<file path="config.mk">
export PLATFORM = sky130hd
export DESIGN_NAME = svc_soc_uart_tx_sched
export DESIGN_NICKNAME = d
export VERILOG_FILES = /design/src/rtl/svc_soc_io_pkg.sv /design/src/rtl/svc_sync_fifo.sv /design/src/rtl/svc_soc_uart_tx_sched.sv
export SDC_FILE = /design/constraint.sdc
export NUM_CORES = 1
export LEC_CHECK = 0
export CORE_UTILIZATION = 50
export CTS_CLUSTER_SIZE = 10
export DETAILED_ROUTE_END_ITERATION = 10
export PLACE_DENSITY_LB_ADDON = 0.08
export SETUP_SLACK_MARGIN = 0.4
export SLEW_MARGIN = 20
export SYNTH_ARGS = -nofsm -noshare
export SYNTH_HDL_FRONTEND = slang
export SYNTH_SLANG_ARGS = --single-unit
</file>
<file path="constraint.sdc">
create_clock -name clk -period 6.29 [get_ports clk]
set_input_delay 0.9435 -clock clk [delete_from_list [all_inputs] [get_ports clk]]
set_output_delay 0.9435 -clock clk [all_outputs]
set_load 0.01 [all_outputs]
</file>
<file path="src/rtl/svc_soc_io_pkg.sv">
// svc_soc_io_pkg: register offsets, STATUS/CTRL bit positions and TX FSM states for the SoC I/O UART scheduler
package svc_soc_io_pkg;
  localparam logic [3:0] OFF_DATA = 4'h0;
  localparam logic [3:0] OFF_STATUS = 4'h4;
  localparam logic [3:0] OFF_CTRL = 4'h8;
  localparam int ST_FULL = 0;
  localparam int ST_EMPTY = 1;
  localparam int ST_BUSY = 2;
  localparam int ST_OVF = 3;
  localparam int ST_COUNT = 8;
  localparam int CTRL_EN = 0;
  localparam int CTRL_FLUSH = 1;
  localparam int CTRL_IRQ_EN = 2;
  typedef enum logic {S_IDLE = 1'b0, S_SEND = 1'b1} tx_state_e;
endpackage

</file>
<file path="src/rtl/svc_sync_fifo.sv">
// svc_sync_fifo: sync FIFO (clk, rst, push/wdata in, pop/rdata head out, flush, count/full/empty); push while full only lands with a pop, flush wins
module svc_sync_fifo #(
  parameter int DEPTH = 16,
  parameter int W = 8
) (
  input  logic                         clk,
  input  logic                         rst,
  input  logic                         push,
  input  logic [W-1:0]                 wdata,
  input  logic                         pop,
  input  logic                         flush,
  output logic [W-1:0]                 rdata,
  output logic [$clog2(DEPTH+1)-1:0]   count,
  output logic                         full,
  output logic                         empty
);
  localparam int AW = $clog2(DEPTH);
  localparam int CW = $clog2(DEPTH+1);
  logic [W-1:0] mem [DEPTH];
  logic [AW-1:0] wp, rp;
  logic push_ok, pop_ok;
  assign full = count == CW'(DEPTH);
  assign empty = count == '0;
  assign rdata = mem[rp];
  assign pop_ok = pop && !empty;
  assign push_ok = push && !flush && (!full || pop_ok);
  always_ff @(posedge clk) begin
    if (rst || flush) begin
      wp <= '0;
      rp <= '0;
      count <= '0;
    end else begin
      wp <= push_ok ? wp + 1'b1 : wp;
      rp <= pop_ok ? rp + 1'b1 : rp;
      count <= count + CW'(push_ok) - CW'(pop_ok);
    end
  end
  always_ff @(posedge clk) begin
    if (push_ok) mem[wp] <= wdata;
  end
endmodule

</file>
<file path="src/rtl/svc_soc_uart_tx_sched.sv">
// svc_soc_uart_tx_sched: bus-mapped UART TX scheduler (io_w*/io_r* register bus, utx_* valid/ready byte stream, irq low-water level)
module svc_soc_uart_tx_sched
  import svc_soc_io_pkg::*;
#(
  parameter logic [31:0] BASE_ADDR = 32'h8000_0100,
  parameter int FIFO_DEPTH = 16,
  parameter int LOW_WATER = 4
) (
  input  logic        clk,
  input  logic        rst,
  input  logic        io_wen,
  input  logic [31:0] io_waddr,
  input  logic [31:0] io_wdata,
  input  logic [3:0]  io_wstrb,
  input  logic        io_ren,
  input  logic [31:0] io_raddr,
  output logic [31:0] io_rdata,
  output logic        utx_valid,
  output logic [7:0]  utx_data,
  input  logic        utx_ready,
  output logic        irq
);
  localparam int CW = $clog2(FIFO_DEPTH+1);
  if (FIFO_DEPTH < 2 || (FIFO_DEPTH & (FIFO_DEPTH-1)) != 0 || LOW_WATER < 0 ||
      LOW_WATER >= FIFO_DEPTH || BASE_ADDR[3:0] != 4'h0) begin : g_param_check
    $error("svc_soc_uart_tx_sched: FIFO_DEPTH must be a power of 2 >= 2, LOW_WATER < FIFO_DEPTH, BASE_ADDR 16-byte aligned");
  end
  tx_state_e state;
  logic enable, irq_en, ovf;
  logic [CW-1:0] count;
  logic full, empty, busy;
  logic [7:0] head;
  logic w_hit, r_hit, push, pop, ctrl_wr, flush, ovf_set, ovf_clr;
  logic [31:0] status, ctrl, rdata_nx;
  logic unused;
  assign unused = ^{io_wdata[31:8], io_wstrb[3:1]};
  always_comb begin
    w_hit = io_wen && io_waddr[31:4] == BASE_ADDR[31:4];
    r_hit = io_raddr[31:4] == BASE_ADDR[31:4];
    push = w_hit && io_waddr[3:0] == OFF_DATA && io_wstrb[0];
    ctrl_wr = w_hit && io_waddr[3:0] == OFF_CTRL && io_wstrb[0];
    flush = ctrl_wr && io_wdata[CTRL_FLUSH];
    ovf_clr = w_hit && io_waddr[3:0] == OFF_STATUS && io_wstrb[0] && io_wdata[ST_OVF];
    pop = state == S_IDLE && enable && !empty;
    ovf_set = push && full && !pop && !flush;
    busy = state == S_SEND || !empty;
    status = '0;
    status[ST_FULL] = full;
    status[ST_EMPTY] = empty;
    status[ST_BUSY] = busy;
    status[ST_OVF] = ovf;
    status[ST_COUNT +: 8] = 8'(count);
    ctrl = '0;
    ctrl[CTRL_EN] = enable;
    ctrl[CTRL_IRQ_EN] = irq_en;
    rdata_nx = !r_hit ? '0 : io_raddr[3:0] == OFF_STATUS ? status : io_raddr[3:0] == OFF_CTRL ? ctrl : '0;
  end
  assign irq = irq_en && count <= CW'(LOW_WATER);
  svc_sync_fifo #(.DEPTH(FIFO_DEPTH), .W(8)) u_fifo (
    .clk(clk),
    .rst(rst),
    .push(push),
    .wdata(io_wdata[7:0]),
    .pop(pop),
    .flush(flush),
    .rdata(head),
    .count(count),
    .full(full),
    .empty(empty)
  );
  always_ff @(posedge clk) begin
    if (rst) begin
      enable <= 1'b1;
      irq_en <= 1'b0;
      ovf <= 1'b0;
      io_rdata <= '0;
    end else begin
      enable <= ctrl_wr ? io_wdata[CTRL_EN] : enable;
      irq_en <= ctrl_wr ? io_wdata[CTRL_IRQ_EN] : irq_en;
      ovf <= ovf_set || (ovf && !ovf_clr);
      io_rdata <= io_ren ? rdata_nx : io_rdata;
    end
  end
  // The popped head is held in utx_data for the whole SEND; only the handshake ends it.
  always_ff @(posedge clk) begin
    if (rst) begin
      state <= S_IDLE;
      utx_valid <= 1'b0;
      utx_data <= '0;
    end else if (state == S_IDLE) begin
      state <= pop ? S_SEND : S_IDLE;
      utx_valid <= pop;
      utx_data <= pop ? head : utx_data;
    end else if (utx_ready) begin
      state <= S_IDLE;
      utx_valid <= 1'b0;
    end
  end
endmodule
</file>
======== Yosys cells after proc, flatten, opt, wreduce, memory -nomap -nowiden ========
Memory sizes are Yosys's and may differ from the RTL's. A register that Yosys moved wholly into a read port is not among the register bits.
Cells that the tools add are included.
storage, ports and cells
  bits in registers ....................... 50
  latch bits .............................. 0
  memory bits (writable) .................. 128
  memory bits (read-only) ................. 0
  logic and storage cells ................. 65
  memories ................................ 1
cells by class
  add/sub/neg operators ................... 4
  $mul .................................... 0
  div/mod/pow operators ................... 0
  magnitude comparators ................... 1
  eq/ne operators ......................... 8
  shift operators ......................... 0
  mux-type cells .......................... 10
  bitwise operators ....................... 1
  reduce and logical (&&, ||, !) cells .... 31
memories
  memory      words  width  rd ports  clocked after memory_dff  wr ports  RTL line             text
  u_fifo.mem  16     8      1         1                         1         svc_sync_fifo.sv:19  logic [W-1:0] mem [DEPTH];
operator list
  operator                                                         number
  equality test 28 bit (second input constant)                     2
  2-to-1 mux 13 bit                                                2
  logical AND 1 bit                                                19
  adder 4 x 1 -> 4 bit (second input constant)                     2
  equality test 4 x 3 -> 1 bit (second input constant)             2
  equality test 4 bit (second input constant)                      2
  2-to-1 mux 1 bit                                                 7
  adder 5 x 1 -> 5 bit                                             1
  equality test 5 bit (second input constant)                      1
  less-or-equal comparator 5 x 3 -> 1 bit (second input constant)  1
  zero test 1 bit                                                  5
  zero test 5 bit                                                  1
  subtractor 5 x 1 -> 5 bit                                        1
  zero test 4 bit                                                  1
  logical OR 1 bit                                                 4
  2-to-1 mux 3 bit                                                 1
  != test 2 bit (second input constant)                            1
  AND reduction 2 bit                                              1
  NOT 1 bit                                                        1

======== Longest topological paths before layout ========
Gate-level depths: netlist of the first run.
  word-level depth ........................ 10
  mapped depth ............................ 15
  mapped depth without buffers ............ 13

======== By module ========
From an unflattened synthesis of the first run, not the netlist that was laid out.
unflattened totals
  cell total of the unflattened synthesis .. 446
  area total of the unflattened synthesis .. 7075.5 um^2
by module, submodules not included
  module                 instances  cells an instance  area each (um^2)  seq. area each (um^2)
  svc_sync_fifo          1          312                5845.6            4184.0
  svc_soc_uart_tx_sched  1          134                1229.9            440.4

======== Least setup slack after synthesis of the first run ========
OpenSTA, ideal clock, no wires.
  path type ............................... in2reg
  from .................................... input io_waddr[20]
  to ...................................... memory u_fifo.mem[3][0], enable pin
  arrival time ............................ 2654 ps
  required time ........................... 5907 ps
  path slack .............................. 3253 ps
  stages on the path ...................... 5
  path buffers ............................ 0
  cell sequence ........................... nor4b_2 nand4_2 nor4_4 nand2_2 nor3_1
between the ends
  cells in the longest elaborated chain, start to end .. 10
ends and longest elaborated chain
  item                                        RTL line                     text
  start: declaration                          svc_soc_uart_tx_sched.sv:12  input logic [31:0] io_waddr,
  equality test 28 bit (*)                    svc_soc_uart_tx_sched.sv:38  w_hit = io_wen && io_waddr[31:4] == BASE_ADDR[31:4];
  logical AND 1 bit (*)                       svc_soc_uart_tx_sched.sv:38
  logical AND 1 bit (2 in a row)              svc_soc_uart_tx_sched.sv:41  ctrl_wr = w_hit && io_waddr[3:0] == OFF_CTRL && io_wstrb[0];
  logical AND 1 bit                           svc_soc_uart_tx_sched.sv:42  flush = ctrl_wr && io_wdata[CTRL_FLUSH];
  zero test 1 bit                             svc_sync_fifo.sv:26          assign push_ok = push && !flush && (!full || pop_ok);
  logical AND 1 bit (*) (2 in a row)          svc_sync_fifo.sv:26
  net u_fifo.push_ok                          svc_sync_fifo.sv:21          logic push_ok, pop_ok;
  2-to-1 mux 1 bit (*)                        svc_sync_fifo.sv:39          if (push_ok) mem[wp] <= wdata;
  2-to-1 mux 1 bit (implied by the code) (*)  svc_sync_fifo.sv:39
  end: declaration                            svc_sync_fifo.sv:19
The timed path passes the listed nets; every way through them passes the cells marked *.

======== Final worst setup path of the first run ========
  from .................................... input io_waddr[10]
  to ...................................... memory u_fifo.mem[3][7], enable pin
Same word-level chain as after synthesis.

==> results.toml, run 1 <==
[drt]
drtIter0Drc = 301
drt_wl_total_mm = 14.1
wl_per_cell_um = 18.9
drc = 0
first_pass_iters = 4
vias = 4075
viasPerCell = 5.48
drtAntennaViolNets = 0

[logic_synthesis]
synth_flop_cell = "edfxtp_1"
syn_area_per_cell_um2 = 15.4
ys_ff_latch = 163
yosysTopAreaCellShare_pct = 55.3
synth_edf_count = 128
netlist_area_um2 = 6950
yosys_warnings = 0
yosysSeqAreaShare_pct = 65.4
synth_commonest_cells = "128 x edfxtp_1, 52 x nor2_1, 35 x dfxtp_1, 32 x mux4_2, 23 x buf_4"
synth_cells = 452
synth-async-reset-ratio_pct = 0
synthTopCellsByArea = "edfxtp_1 55%, mux4_2 10%, dfxtp_1 10%"
yosysMostFrequentCell = "edfxtp_1"
post-synth-top-area-cell = "edfxtp_1"
synth.distinct_cells = 43

[placed_design]
io_buffers = 96
dp_slack_ps = 2210
dpl.hpwl_mm = 9.37
place_congestion = 0.755
post-place-cells = 712

[global_routing]
overflow = 0
grt_pass1_wl_mm = 22.2
busiest_layer = "met2"
grt_util_met1_pct = 27.9
gr-usage-all-layers_pct = 21.4
antenna_found_initial = 0
grt_util_met3_pct = 4.66
met2_usage_pct = 35.3
grt_pass1_vias = 4130
grt_max_degree = 36

[cells_and_area]
multiInputGateArea_um2 = 2180
fin_nets = 674
fill_cells = 1007
diodes = 0
fin_cells = 744
drive_gt1_share_pct = 14.6
regArea_um2 = 4550
syn_to_final_growth_pct = 23.4

[cts]
cts_htree_levels = 4
cts_buffer_depth = 2
cts_tree = "done"
cts_root_buffer = "clkbuf_16"
insertion_delay_ps = 420
holdBufCountCts = 0
clk_pin_slew_ps = 60
cts.repair.resized = 0
numCtsBuffers = 17
post_cts_buffers = 0
cts_sinks = 163

[die]
initial_utilization_pct = 51.8
chipWidth_um = 120
ios = 147
dieArea_um2 = 14400
die_y_um = 120
row_count = 42
coreArea_um2 = 13400

[worst_setup_path]
cpMaxStageDelayCell = "nor3_1"
crit_chain = "clkdlybuf4s50_1 > nor4b_4 > nand4_2 > nor4_4 > nand2_2 > nor3_1 > buf_4"
endpoint_kind = "flop"
slowest_delay_ps = 690
critical-path-top-delay-family = "simple AND/OR/NAND/NOR gates"
crit_type = "in2reg"
crit_fanout = 7
critical_path_required_ps = 6430
critPathLaunchType = "primary input"
reg2regPathDepth = 14
critPathArrivalTime_ps = 3670
cp_num_cells = 7
cp_num_buf_inv = 2

[min_path]
min_path_type = "reg2reg"
holdPathStages = 2

[timing]
fmax_mhz = 283
worst_pin_slew_ps = 970
fin_crit_sh_pct = 56.2
finalHoldViolCount = 0
slew_headroom_pct = 35.1
setup_ws_ps = 2750
setup-violations-final = 0
maxSlewViolCount = 0
skew_ps = 7.49
rsz0062_at_grt = "false"
setup_tns_ps = 0
fin_crit_ps = 3540

[power]
peakVddDrop_uv = 189
p_per_area_nw_per_um2 = 346
p_leak_nw = 2.88

[run_status]
status = "completed"

[flow_run]
max-cap-violations = 0
layer usage:
layer | wire (um) | part of all wire, % | vias up
met3 | 781 | 5.5 | 21
li1 | - | - | 1882
met2 | 7080 | 50 | 137
met1 | 5930 | 42 | 2035
met4 | 292 | 2.1 | 0
met5 | 0 | 0 | -
registers in the layout (all words and copies together) (netlist names):
signal and count:
ovf 1, enable 1, u_fifo.mem 128, irq_en 1, state 1, utx_valid 1
io_rdata 9, utx_data 8, u_fifo.rp 4, u_fifo.wp 4, u_fifo.count 5
tightest hold or removal path: stages (launching register included):
cell and delay, ps:
dfxtp_1 320, o31ai_1 70, a21oi_1 50
power by group:
group	switching, mW	leakage (nW)	internal (mW)
Combinational	0.344	1.18	0.384
Clock	0.420	0.270	0.549
Sequential	0.0599	1.44	1.21
Total	0.824	2.88	2.14
cells in the final DEF, fill, tap and decap left out, drive strengths merged, types with 3 or more instances in the layout:
cell           count
nand3              4
clkinv             8
nor4b              7
buf                7
mux2i             11
nand2b             3
nor2b             15
a21oi             14
dfxtp             35
nor2              52
nor3              10
mux4              32
inv               19
nor4              11
edfxtp           128
xnor2              8
nand2             16
clkdlybuf4s50     96
conb              23
nand4              5
clkbuf            18
a22oi             17
ha                13
path summary, 6_finish.rpt:
check	slack, ps	start	end
hold / removal	490	ovf	ovf
setup / recovery	2750	io_waddr[10]	u_fifo.mem[3][7]
hold reg to reg	490	ovf	ovf
setup reg to reg	3240	u_fifo.count[3]	u_fifo.count[4]
metrics by stage:
step | instance area [um2] | hold WS, ps | power, mW | utilization (%)
2_1_floorplan | 7030 | 438 | 1.79 | -
5_1_grt | 8580 | 515 | 3.11 | 64.0
4_1_cts | 8580 | 497 | 2.99 | 64.0
6_report | 8580 | 489 | 2.97 | 64.0
3_3_place_gp | 8020 | 468 | 2.01 | 59.8
3_5_place_dp | 8020 | 488 | 2.03 | 59.8
logic make-up (layout without fill, tap and decap cells):
logic type               Yosys count  in the layout  synth area share, %
buffers and inverters             56            150                 4.38
AND/OR/NAND/NOR                  127            127                 10.8
multiplexers                      43             43                 12.0
other                              1             23               0.0540
XOR/XNOR                           9              9                 1.13
AO/OA/AOI/OAI                     39             39                 3.67
flip-flops                       163            163                 65.4
adder cells (fa/ha/maj)           14             14                 2.63
cell type report:
type	instances	share of cell area (%)
multi-input combinational	255	25.4
clock buffer	18	5.00
inverter	15	0.656
timing repair buffer	103	11.8
clock inverter	14	1.52
tap	176	2.57
sequential	163	53.0
(Power assumes the default switching activity.)
==> run 2, diff against run 1 <==
Clock period 6.29 ns to 3.7 ns, I/O delays scaled along.
==> run 2 against run 1 <==
Combinational power increased by 71%; total power increased by 76%; final cell count increased by 2.2%; wire length increased by 1.2%; count of clock-buffer cells in the layout decreased by 1; global-route usage increased by 0.45 points; non-clock buffer count increased by 16; critical path type is now reg2reg; critical endpoint is now u_fifo.count[4]; highest routed layer unchanged.
==> results.toml, run 2 (synthesis gave the netlist of run 1 again) <==
[drt]
wl_per_cell_um = 18.8
first_pass_iters = 5
viasPerCell = 5.41
drtAntennaViolNets = 0
drc = 0
vias = 4111
drtIter0Drc = 272
drt_wl_total_mm = 14.3

[timing]
fmax_mhz = 349
setup_tns_ps = 0
skew_ps = 7.22
fin_crit_sh_pct = 77.4
maxSlewViolCount = 0
finalHoldViolCount = 0
setup-violations-final = 0
fin_crit_ps = 2860
slew_headroom_pct = 43.3
rsz0062_at_grt = "false"
worst_pin_slew_ps = 847

[die]
chipWidth_um = 120
dieArea_um2 = 14400
initial_utilization_pct = 51.8
ios = 147
row_count = 42
coreArea_um2 = 13400
die_y_um = 120

[cells_and_area]
fin_cells = 760
largestRegisters = "u_fifo.mem x128, io_rdata x9, utx_data x8"
drive_gt1_share_pct = 17.5
fin_nets = 690
regMostFlops = "u_fifo.mem"
layout_common_cells = "128 x edfxtp_1, 96 x clkdlybuf4s50_1, 52 x nor2_1"
largest_register_ffs = 128
fill_cells = 996
syn_to_final_growth_pct = 26.0
diodes = 0
final_common_cell = "edfxtp_1"

[cts]
cts_tree = "done"
cts.repair.resized = 0
cts_buffer_depth = 2
clk_pin_slew_ps = 60
post_cts_buffers = 0
cts_root_buffer = "clkbuf_16"
numCtsBuffers = 17
cts_sinks = 163
insertion_delay_ps = 420
cts_htree_levels = 4
holdBufCountCts = 0

[placed_design]
post-place-cells = 728
dpl.hpwl_mm = 9.63
place_congestion = 0.734
io_buffers = 96

[worst_setup_path]
endpoint_kind = "flop"
cpMaxStageDelayCell = "nor4b_1"
critPathLaunchType = "flop"
crit_type = "reg2reg"
crit_chain = "inv_1 > ha_1 > nor4b_1 > nor2b_1 > ha_1 > inv_1 > ha_1 > fa_1 > a21oi_1 > nor2_1 > nor2_1 > xnor2_1 > nor2_1"
slowest_delay_ps = 490
critical_path_required_ps = 4000
critPathArrivalTime_ps = 3160
crit_fanout = 4

[power]
switching_share_pct = 27.3
clkPwrFrac_pct = 34.9
peakVddDrop_uv = 338
p_switching_mw = 1.42
seq_power_share_pct = 41.1
power_frac_comb_pct = 24.0
p_per_area_nw_per_um2 = 597
p_leak_nw = 3.01
internal_power_mw = 3.80

[global_routing]
grt_pass1_wl_mm = 22.8
gr-usage-all-layers_pct = 21.9
grt_pass1_vias = 4133
grt_max_degree = 36
antenna_found_initial = 0
overflow = 0

[min_path]
min_path_type = "reg2reg"

[flow_run]
max-cap-violations = 0

[run_status]
status = "completed"
run 2: changes by cell type in the layout (fill, tap and decap cells not counted), sizes merged:
cell | before | now
clkbuf | 18 | 17
inv | 19 | 23
buf | 7 | 23
clkinvlp | 1 | 0
clkinv | 8 | 4
bufinv | 1 | 3
run 2: worst paths after layout:
| path | endpoint | slack (ps) | cells after the start | start |
|---|---|---|---|---|
| setup / recovery | u_fifo.count[4] | 840 | 13 | u_fifo.count[3] |
| setup reg to reg | u_fifo.count[4] | 840 | 13 | u_fifo.count[3] |
| hold / removal | io_rdata[11] | 490 | 2 | u_fifo.count[3] |
| hold reg to reg | io_rdata[11] | 490 | 2 | u_fifo.count[3] |
run 2: per-layer routing:
metal | vias to the layer above | wire length, um | track usage (%)
met3 | 14 | 664 | 4.94
li1 | 1913 | - | -
met1 | 2057 | 6120 | 28.4
met5 | - | 0 | 0
met4 | 0 | 171 | 8.05
met2 | 127 | 7300 | 36.1
run 2: cell type report:
type / count / area, um2 / share of cell area (%)
Inverter: 15 / 56.3 / 0.643
Multi-Input combinational cell: 255 / 2180 / 24.9
Sequential cell: 163 / 4550 / 51.9
Clock inverter: 15 / 194 / 2.21
Clock buffer: 17 / 425 / 4.86
Timing Repair Buffer: 119 / 1130 / 12.9
Tap cell: 176 / 220 / 2.51
run 2: critical path: cells and delay by family, from the launching register on:
family / cells / cell delay, ps
adders and majority gates: 4 / 1110
and+or+nand+nor: 5 / 860
DFF: 1 / 310
AOI/OAI and AO/OA: 1 / 170
buffers and inverters: 2 / 160
xor gates and xnor gates: 1 / 130
run 2: power groups by stage:
stage	Combinational (mW)	Sequential (mW)	Clock, mW
after global placement	1.24	2.19	0
after floorplan	0.886	2.16	0
after global routing	1.39	2.17	1.92
final	1.25	2.15	1.82
after detailed placement	1.26	2.19	0
after CTS	1.27	2.15	1.85
run 2: per-stage QoR:
stage | hold WS, ps | setup slack [ps] | power, mW | utilization (%) | cell area [um2]
2_1_floorplan | 438 | 848 | 3.05 | - | 7030
3_3_place_gp | 469 | 758 | 3.42 | 60.7 | 8140
3_5_place_dp | 484 | 737 | 3.45 | 60.7 | 8140
6_report | 489 | 836 | 5.22 | 65.4 | 8760
5_1_grt | 520 | 588 | 5.47 | 65.4 | 8760
4_1_cts | 492 | 812 | 5.27 | 65.4 | 8760
